===== src/rtl/aes_128_word_loader.sv =====
// Word-stream front end for the pipelined aes_128 core: assembles key/plaintext blocks from
// 32-bit words, issues them to the core under a credit limit, and tracks ciphertext validity.
module aes_128_word_loader #(
    parameter int CORE_LATENCY = 20,
    parameter int CREDITS      = 4
) (
    input  logic         clk,
    input  logic         rst_n,
    input  logic         in_valid,
    output logic         in_ready,
    input  logic [31:0]  in_data,
    input  logic         in_sel,
    input  logic         credit_ret,
    output logic [127:0] core_state,
    output logic [127:0] core_key,
    output logic         issue,
    output logic         out_valid,
    output logic         key_loaded,
    output logic         err_nokey
);
    localparam int CW = $clog2(CREDITS + 1);
    localparam logic [CW-1:0] CREDIT_MAX = CW'(CREDITS);

    logic [CW-1:0]           credit_cnt;
    logic [CW-1:0]           credit_next;
    logic [1:0]              key_cnt;
    logic [1:0]              st_cnt;
    logic [127:0]            shadow_key;
    logic [127:0]            active_key;
    logic [127:0]            st_shift;
    logic [CORE_LATENCY-1:0] valid_line;
    logic                    key_xfer;
    logic                    st_xfer;
    logic                    st_done;
    logic                    issue_now;

    assign in_ready  = (credit_cnt != '0);
    assign key_xfer  = in_valid && in_ready && in_sel;
    assign st_xfer   = in_valid && in_ready && !in_sel;
    assign st_done   = st_xfer && (st_cnt == 2'd3);
    assign issue_now = st_done && key_loaded;
    assign out_valid = valid_line[CORE_LATENCY-1];

    // A simultaneous issue and returned credit cancel out; returns beyond the pool size are dropped.
    always_comb begin
        credit_next = credit_cnt;
        if (issue_now && !credit_ret) begin
            credit_next = credit_cnt - 1'b1;
        end else if (credit_ret && !issue_now && (credit_cnt != CREDIT_MAX)) begin
            credit_next = credit_cnt + 1'b1;
        end
    end

    always_ff @(posedge clk) begin
        if (!rst_n) begin
            credit_cnt <= CREDIT_MAX;
            key_cnt    <= 2'd0;
            st_cnt     <= 2'd0;
            shadow_key <= '0;
            active_key <= '0;
            st_shift   <= '0;
            core_state <= '0;
            core_key   <= '0;
            valid_line <= '0;
            issue      <= 1'b0;
            key_loaded <= 1'b0;
            err_nokey  <= 1'b0;
        end else begin
            credit_cnt    <= credit_next;
            issue         <= issue_now;
            valid_line[0] <= issue;
            for (int i = 1; i < CORE_LATENCY; i++) begin
                valid_line[i] <= valid_line[i-1];
            end

            if (key_xfer) begin
                shadow_key <= {shadow_key[95:0], in_data};
                key_cnt    <= key_cnt + 2'd1;
                if (key_cnt == 2'd3) begin
                    active_key <= {shadow_key[95:0], in_data};
                    key_loaded <= 1'b1;
                end
            end

            if (st_xfer) begin
                st_shift <= {st_shift[95:0], in_data};
                st_cnt   <= st_cnt + 2'd1;
            end

            // Core inputs only move on a real issue; otherwise they hold their last block.
            if (st_done) begin
                if (key_loaded) begin
                    core_state <= {st_shift[95:0], in_data};
                    core_key   <= active_key;
                end else begin
                    err_nokey  <= 1'b1;
                end
            end
        end
    end
endmodule


===== config.mk =====
export PLATFORM = sky130hd
export DESIGN_NAME = aes_128_word_loader
export DESIGN_NICKNAME = d
export VERILOG_FILES = /design/src/rtl/aes_128_word_loader.sv
export SDC_FILE = /design/constraint.sdc
export NUM_CORES = 1
export LEC_CHECK = 0
export BUFFER_PORTS_ARGS = -buffer_cell sky130_fd_sc_hd__buf_4
export CAP_MARGIN = 20
export CORE_MARGIN = 2
export CORE_UTILIZATION = 35
export CTS_CLUSTER_SIZE = 24
export DETAILED_ROUTE_END_ITERATION = 7
export HOLD_SLACK_MARGIN = 0.02
export SLEW_MARGIN = 15
export SYNTH_ARGS = -nofsm -noshare
export SYNTH_HDL_FRONTEND = slang
export SYNTH_SLANG_ARGS = --single-unit

===== constraint.sdc =====
create_clock -name clk -period 1.7 [get_ports clk]
set_input_delay 0 -clock clk [delete_from_list [all_inputs] [get_ports clk]]
set_output_delay 0 -clock clk [all_outputs]
set_load 0.02 [all_outputs]

# After elaboration in Yosys (flattened, before gate mapping)
# Cells that the tools add are included.
dict set report totals {
  romBits 0
  memories 0
  word_cells 38
  ram_bits 0
  ff_bits 606
  latchBits 0
  output_inout_bits 261
}
dict set report classes {
  addsub 4
  n_mul 0
  n_reduce_logical 16
  n_bitwise 1
  div_mod_pow 0
  n_mux 2
  n_shift 0
  magnitude_cmp 0
  eq_ne 3
}
# operator n
set ops {}
lappend ops {{$logic_and 1x1->1} 8}
lappend ops {{$mux 3} 2}
lappend ops {{$reduce_and 2->1} 3}
lappend ops {{$add 2x1->2 const B} 2}
lappend ops {{$eq 2x2->1 const B} 2}
lappend ops {{$add 3x1->3 const B} 1}
lappend ops {{$logic_not 1->1} 3}
lappend ops {{$ne 3x3->1 const B} 1}
lappend ops {{$reduce_bool 3->1} 1}
lappend ops {{$sub 3x1->3 const B} 1}
lappend ops {{$reduce_bool 2->1} 1}
lappend ops {{$not 1->1} 1}

# Longest topological paths before layout
# Gate-level depths: netlist (run 1).
dict set report logic_depth {
  depth_word 10
  depth_mapped 8
}

# Least setup slack after synthesis (run 1)
# Ideal clock, no wire load.
dict set report synth_timing {
  kind {reg-to-reg}
  startpoint {reg st_cnt[0]}
  endpoint {reg credit_cnt[2]}
  arrival_ns 1.764
  path_buffers 0
  synth_period_minus_slack_ns 1.898
  required_time_ns 1.566
  setup_ns 0.134
  stages_incl_launch_ff 9
  slack_ns -0.198
  cell_sequence {dfxtp_1 -> ha_1 -> nand4b_1 -> or3_1 -> fa_1 -> inv_1 -> o211ai_1 -> o221ai_1 -> nand4_1}
}
dict set report synth_via {
  elab_chain_len 7
}
# element line
set synth_rtl {}
lappend synth_rtl {{start, declared} 27} ;# logic [1:0] st_cnt;
lappend synth_rtl {{start signal, assigned} 87} ;# st_cnt <= st_cnt + 2'd1;
lappend synth_rtl {{$eq 2x2->1 *} 40} ;# assign st_done = st_xfer && (st_cnt == 2'd3);
lappend synth_rtl {{$logic_and 1x1->1 *} 40}
lappend synth_rtl {{$logic_and 1x1->1 *} 41} ;# assign issue_now = st_done && key_loaded;
lappend synth_rtl {{$logic_not 1->1} 49} ;# end else if (credit_ret && !issue_now && (credit_cnt != CREDIT_MAX)) begin
lappend synth_rtl {{$logic_and 1x1->1 (2 in series)} 49}
lappend synth_rtl {{$reduce_bool 2->1 (no line)} -}
lappend synth_rtl {{end signal, assigned} 69} ;# credit_cnt <= credit_next;
lappend synth_rtl {{end, declared} 24} ;# logic [CW-1:0] credit_cnt;
# Mark *: on every way between the ends. The rest lies on a longest branch, timed or not.
# A chain may end at the register's enable or synchronous reset.

# Worst setup path after layout (run 1)
dict set report layout_timing {
  startpoint {reg st_cnt[1]}
  endpoint {reg credit_cnt[1]}
}
# The elaborated chain is that of the path after synthesis.

==> results of run 1 <==
==> placed cells by master, fill, tap and decap left out, drive strengths merged <==
| cell | netlist | final |
|---|---|---|
| a21oi | 580 | 580 |
| a31oi | 1 | 1 |
| and2 | 20 | 20 |
| and4b | 1 | 1 |
| buf | 113 | 390 |
| bufinv | 0 | 3 |
| clkbuf | 94 | 108 |
| clkinv | 0 | 12 |
| clkinvlp | 0 | 3 |
| dfxtp | 606 | 606 |
| dlygate4sd3 | 0 | 57 |
| fa | 1 | 1 |
| ha | 2 | 2 |
| inv | 7 | 10 |
| mux2i | 1 | 1 |
| nand2 | 1033 | 1033 |
| nand3 | 130 | 130 |
| nand3b | 2 | 2 |
| nand4 | 2 | 2 |
| nand4b | 2 | 2 |
| nor2 | 6 | 6 |
| nor3 | 1 | 1 |
| nor3b | 1 | 1 |
| o211ai | 1 | 1 |
| o21ai | 1 | 1 |
| o221ai | 1 | 1 |
| o311a | 1 | 1 |
| o311ai | 1 | 1 |
| or3 | 1 | 1 |
| or3b | 1 | 1 |
| or4 | 1 | 1 |
| xnor2 | 2 | 2 |
==> cells in the mapped netlist, drive strengths merged <==
cell    number
or3b         1
ha           2
buf        113
and4b        1
a31oi        1
o221ai       1
o311ai       1
dfxtp      606
or3          1
nand3b       2
o311a        1
nand2     1033
nand3      130
and2        20
o21ai        1
nor2         6
clkbuf      94
inv          7
nor3b        1
nand4b       2
mux2i        1
nor3         1
or4          1
nand4        2
a21oi      580
xnor2        2
o211ai       1
fa           1
==> cell type report <==
| class | instances | area [um^2] |
|---|---|---|
| Fill cell | 5646 | 30860 |
| Sequential cell | 606 | 12140 |
| Multi-Input combinational cell | 1793 | 8342 |
| Timing Repair Buffer | 456 | 4442 |
| Clock buffer | 99 | 1991 |
| Tap cell | 773 | 967.2 |
| Clock inverter | 21 | 247.7 |
| Inverter | 7 | 33.78 |
==> what timing repair did <==
| item | in CTS | in global routing |
|---|---|---|
| buffers inserted | 12 | 5 |
| setup endpoints to repair | 268 | 296 |
| gates cloned | 6 | 11 |
| resized for setup | 24 | 133 |
| endpoints found under the hold margin | 186 | 10 |
| pin swaps | 6 | 49 |
| hold buffers | 57 | 1 |
==> state kept, by name (all words and copies together) (netlist names) <==
register and count:
core_key 128, core_state 128, st_cnt 2, valid_line 20
st_shift 96, err_nokey 1, key_loaded 1, active_key 128
credit_cnt 3, shadow_key 96, issue 1, key_cnt 2
==> path summary, 6_finish.rpt <==
path,to,slack (ns),depth (start not counted)
worst min register to register,core_key[15],0.42,2
worst max register to register,credit_cnt[1],-0.23,8
worst min-delay path,credit_cnt[2],-0.25,2
worst max-delay path,credit_cnt[1],-0.23,8
==> kinds of logic (layout without fill, tap and decap cells) <==
kind of cell,after synthesis,after routing
muxes,1,1
xor gates and xnor gates,2,2
adders and majority gates,3,3
and+or+nand+nor,1201,1201
DFF,606,606
AOI/OAI and AO/OA,586,586
buffers and inverters,214,583
==> layer usage <==
layer / up-vias / part of all wire / GRT usage
li1: 9151 / - / -
met1: 9029 / 0.44 / 0.2709
met2: 594 / 0.47 / 0.3318
met3: 110 / 0.065 / 0.04271
met4: 0 / 0.031 / 0.08007
met5: - / 0 / 0
==> power by group through the flow <==
stage / clock network, mW / logic (mW) / registers, mW
global placement: 0 / 0.938 / 14.7
detailed placement: 0 / 0.946 / 14.7
global route: 15.5 / 1.12 / 14.4
CTS: 14.9 / 1.02 / 14.4
floorplan: 0 / 0.516 / 14.7
finish: 14.6 / 1.05 / 14.4
==> impl_metrics.ini, run 1 <==
[timing]
rsz0062_at_grt = true
tns_ns = -8.798
setup_viol = 135
max_freq_mhz = 519.4
fin_crit_sh = 1.133
hold_viol_final = 2
fin_ws_ns = -0.2254
post-route-min-period_ns = 1.925
skew_ns = 0.03385
max-slew-margin-rel = 0.6804
tightest_slew_ns = 0.4779
whs_ns = -0.2545
slew_viol_final = 0

[status]
outcome = finished with violations
violations = hold timing, setup timing

[grt]
first_global_vias = 18060
grt_pass1_wl_mm = 101.4
grt_overflow = 0
grt_max_degree = 91
antenna_found_initial = 0
grt.total_usage = 0.2061

[clock_tree]
clock_latency_ns = 0.61
cts-root-buf = clkbuf_16
clkTransAtPathRegs_ns = 0.06
h-tree-depth = 3
clock-sinks = 606
cts_buffers = 67
cts_tree = done
cts_buffer_depth = 3

[die]
die_h_um = 248.4
placement_rows = 89
dieArea_um2 = 61710
die_w_um = 248.4
coreArea_um2 = 59020
start_util = 0.3543
io_pins = 298

[place]
place_inst = 3546
hpwl_mm = 42.98
gp_congestion = 0.8273
post_dp_cell_area_um2 = 24220
place_ws_ns = -0.3273
port_buffers = 297

[logic_synthesis]
ys_ff_latch = 606
synth_top_family_by_area = simple AND/OR/NAND/NOR gates
synth_simple_gate_area_share = 0.2291
netlist_area_um2 = 20910
synthMuxAreaShare = 0.0004787
yosysWarnings = 0
syn_area_per_cell_um2 = 8.002
synthXorXnorAreaFrac = 0.0008378
ys_top_cells_by_area = dfxtp_1, nand2_1, a21oi_1
synth_fp_nets = 2653
yosysSeqAreaShare = 0.5802
synth-compound-area-share = 0.1410
synthAdderAreaFrac = 0.002154
synth_cells = 2613
yosysTopAreaCell = dfxtp_1
synth.distinct_cells = 35
synth.top_cell.area_share = 0.5802

[critical_path]
cp-startpoint = st_cnt[1]
cpMaxStageDelayCell = fa_2
path_cells = ha_4 -> nand4b_1 -> or3_4 -> fa_2 -> inv_2 -> nand3_2 -> nand3b_1 -> o311ai_1
worstSetupPathType = register to register
critical_path_buf_inv_count = 1
crit_family = adder cells
r2r-start = st_cnt[1]
slowest_delay_ns = 0.54
arrival_ns = 2.40
end_kind = register
path_max_fanout = 2
startpoint_type = register
required_ns = 2.18

[flow_run]
max_cap_viol_count = 0

[routing]
vias = 18880
drtAntennaViolNets = 0
drt-total-wl_mm = 67.90
firstDrtPassIters = 5
drt_iter0_markers = 1311
vias_per_cell = 5.029
wl_per_cell_um = 18.08
drc_errors = 0

[pwr]
power.total_mw = 30.07
leakage_nw = 10.34
seq_power_share = 0.479
clkPwrFrac = 0.486
max-vdd-ir-drop_mv = 0.5923
swShare = 0.2260
pwr-share-comb = 0.035
p_int_mw = 23.27
power.switching_mw = 6.796
p_per_area_nw_per_um2 = 1068

[worst_hold_path]
hold_start = rst_n
worstHoldPathType = input port to register

[finish]
nets = 2971
area_delta_synth_final_pct = 34.67
fin_cells = 3755
fin_util = 0.4771
fin_area_um2 = 28160
antenna-diode-count = 0
layout-drive-gt1-share = 0.2082
(Power assumes the default switching activity.)
==> run 2, diff against run 1 <==
--- a/config.mk
+++ b/config.mk
@@ -5,6 +5,7 @@
 export SDC_FILE = /design/constraint.sdc
 export NUM_CORES = 1
 export LEC_CHECK = 0
+export ABC_AREA = 1
 export BUFFER_PORTS_ARGS = -buffer_cell sky130_fd_sc_hd__buf_4
 export CAP_MARGIN = 20
 export CORE_MARGIN = 2
==> run 2 against run 1 <==
Compared with the run above:
- core utilization fell by 1.3 points
- the run ends with setup timing left
- setup slack improved by 0.19 ns
- sequential share of layout area rose by 2.3 points
- power fell by 1.6%
- synthesized cell count fell by 8.2%
- clock power fell by 6%
- register-to-register slack improved by 0.19 ns
- sequential power barely moved
- first-iteration DRC count rose by 2.5%
==> impl_metrics.ini, run 2 <==
[routing]
drt-total-wl_mm = 64.68
wl_per_cell_um = 18.40
vias_per_cell = 4.971
drc_errors = 0
firstDrtPassIters = 7
drt_iter0_markers = 1344
wl_met1_mm = 29.87
drtAntennaViolNets = 0
wl_met2_mm = 29.05
routed.top_layer = met5
vias = 17470
wl_met3_mm = 4.218

[finish]
fin_area_um2 = 26760
area_delta_synth_final_pct = 31.18
reg_top3 = active_key (128), core_key (128), core_state (128)
layout_common_cells = dfxtp_1, a21oi_1, o21ai_0
fin_cells = 3515
nets = 2737
layout-drive-gt1-share = 0.1908
final_common_cell = dfxtp_1

[die]
die_h_um = 245.4
placement_rows = 88
io_pins = 298
die_w_um = 245.4
coreArea_um2 = 57700
dieArea_um2 = 60230
start_util = 0.3536

[worst_hold_path]
worstHoldPathType = input port to register
hold_start = in_data[1]
hold_path_depth = 4
worstHoldEndpoint = core_state[1]

[timing]
rsz0062_at_grt = true
hold_viol_final = 0
fin_crit_sh = 1.018
tightest_slew_ns = 0.6744
max-slew-margin-rel = 0.5504
max_freq_mhz = 577.7
post-route-min-period_ns = 1.731
slew_viol_final = 0
setup_viol = 47
skew_ns = 0.02897
whs_ns = 0.2554
fin_ws_ns = -0.03112

[critical_path]
r2r-end = core_state[121]
end_kind = register
r2r-start = credit_cnt[0]
startpoint_type = register
path_max_fanout = 12
worstSetupPathType = register to register
required_ns = 2.24
rrSetupSlack_ns = -0.03
r2r_cells = 9
arrival_ns = 2.27

[logic_synthesis]
synthMostInstantiatedCell = dfxtp_1
synth_fp_nets = 2439
netlist_area_um2 = 20400
ys_ff_latch = 606
ys_async_sr_fraction = 0
synth.distinct_cells = 22
yosysTopAreaCell = dfxtp_1
synth_cells = 2399
yosysWarnings = 0
synth.top_cell.area_share = 0.5947
synth_edf_count = 0
synth_commonest_cells = dfxtp_1, a21oi_1, o21ai_0
syn_area_per_cell_um2 = 8.503
synth_top_flop_cell = dfxtp_1
ys_top_cells_by_area = dfxtp_1, a21oi_1, o21ai_0
yosysSeqAreaShare = 0.5947

[grt]
antenna_found_initial = 4
grt.total_usage = 0.1959
grt_pass1_wl_mm = 91.99
grt_overflow = 0
grt_max_degree = 111
first_global_vias = 15770

[pwr]
leakage_nw = 10.79
max-vdd-ir-drop_mv = 0.8322
p_per_area_nw_per_um2 = 1105

[clock_tree]
cts_buffer_depth = 3
h-tree-depth = 2
cts-root-buf = clkbuf_16
clock_latency_ns = 0.63
cts_tree = done
clkTransAtPathRegs_ns = 0.06
cts_buffers = 60
clock-sinks = 606

[place]
place_inst = 3331
port_buffers = 297
place_ws_ns = -0.03341
post_dp_cell_area_um2 = 23550
hpwl_mm = 41.07
gp_congestion = 0.8304

[status]
outcome = finished with violations
violations = setup timing

[flow_run]
max_cap_viol_count = 0
-- run 2: cell count changes in the layout (fill, tap and decap cells not counted), sizes merged, moves of 12 or more --
cell	delta
nand2	-814
a21oi	-30
clkbuf	-12
o21ai	+485
nand3	-121
dlygate4sd3	-21
buf	-16
and2	-20
nor2	+70
inv	+247
-- run 2: cell type report --
| type | instances | area, um^2 |
|---|---|---|
| fillers | 5573 | 30940 |
| flip-flops and latches | 606 | 12140 |
| multi-input cells | 1345 | 6543 |
| repair buffers | 427 | 4103 |
| clock buffers | 79 | 1683 |
| inverters | 257 | 967.2 |
| well taps | 765 | 957.2 |
| clock inverters | 32 | 359.1 |
| diodes | 4 | 10.01 |
-- run 2: stage by stage --
stage / total power, mW / util / setup TNS, ns
detailed placement: 16.08 / 0.4081 / -0.09349
CTS: 29.78 / 0.4501 / -0.007104
floorplan: 15.56 / - / 0
global route: 30.62 / 0.4636 / -13.51
global placement: 16.05 / 0.4081 / 0
finish: 29.57 / 0.4638 / -0.6654
-- run 2: worst max path at each step --
stage | start | endpoint | slack (ns) | cells after the start
4_1_cts | credit_cnt[2] | credit_cnt[1] | -0.007 | 8
2_1_floorplan | credit_cnt[2] | credit_cnt[1] | 0.008 | 8
6_report | credit_cnt[0] | core_state[121] | -0.03 | 9
5_1_grt | credit_cnt[0] | core_state[70] | -0.12 | 9
3_3_place_gp | credit_cnt[2] | credit_cnt[2] | 0.03 | 10
3_5_place_dp | credit_cnt[2] | credit_cnt[2] | -0.03 | 10
-- run 2: kinds of logic (layout without fill, tap and decap cells) --
| group | count (synthesis) | after routing | share of synthesized area |
|---|---|---|---|
| buffers and inverters | 449 | 795 | 0.09016 |
| and+or+nand+nor | 304 | 305 | 0.05839 |
| other | 0 | 4 | 0 |
| AOI/OAI and AO/OA | 1037 | 1037 | 0.2545 |
| DFF | 606 | 606 | 0.5947 |
| adders and majority gates | 3 | 3 | 0.002208 |
-- run 2: repair_timing --
action	CTS	global route
gates cloned	0	20
setup buffers	0	13
resized for setup	6	104
setup endpoints to repair	26	243
hold buffers	36	0
endpoints found under the hold margin	224	0
pin swaps	0	8
-- run 2: power breakdown --
part           internal, mW  switching [mW]
registers              14.4           0.157
clock network          8.02            5.66
logic                 0.432           0.860
-- run 2: critical path, stage by stage, from the launching register on --
cell	delay, ns
dfxtp_2	0.36
nor2_4	0.06
nand2_4	0.08
nand4_1	0.17
nor2_4	0.27
buf_12	0.15
buf_12	0.15
clkbuf_16	0.18
o21ai_0	0.08
a21oi_1	0.13
-- run 2: routing by layer --
layer | track usage | vias to the layer above
li1 | - | 8539
met1 | 0.2714 | 8305
met2 | 0.3033 | 529
met3 | 0.04213 | 97
met4 | 0.06381 | 2
met5 | 0 | -
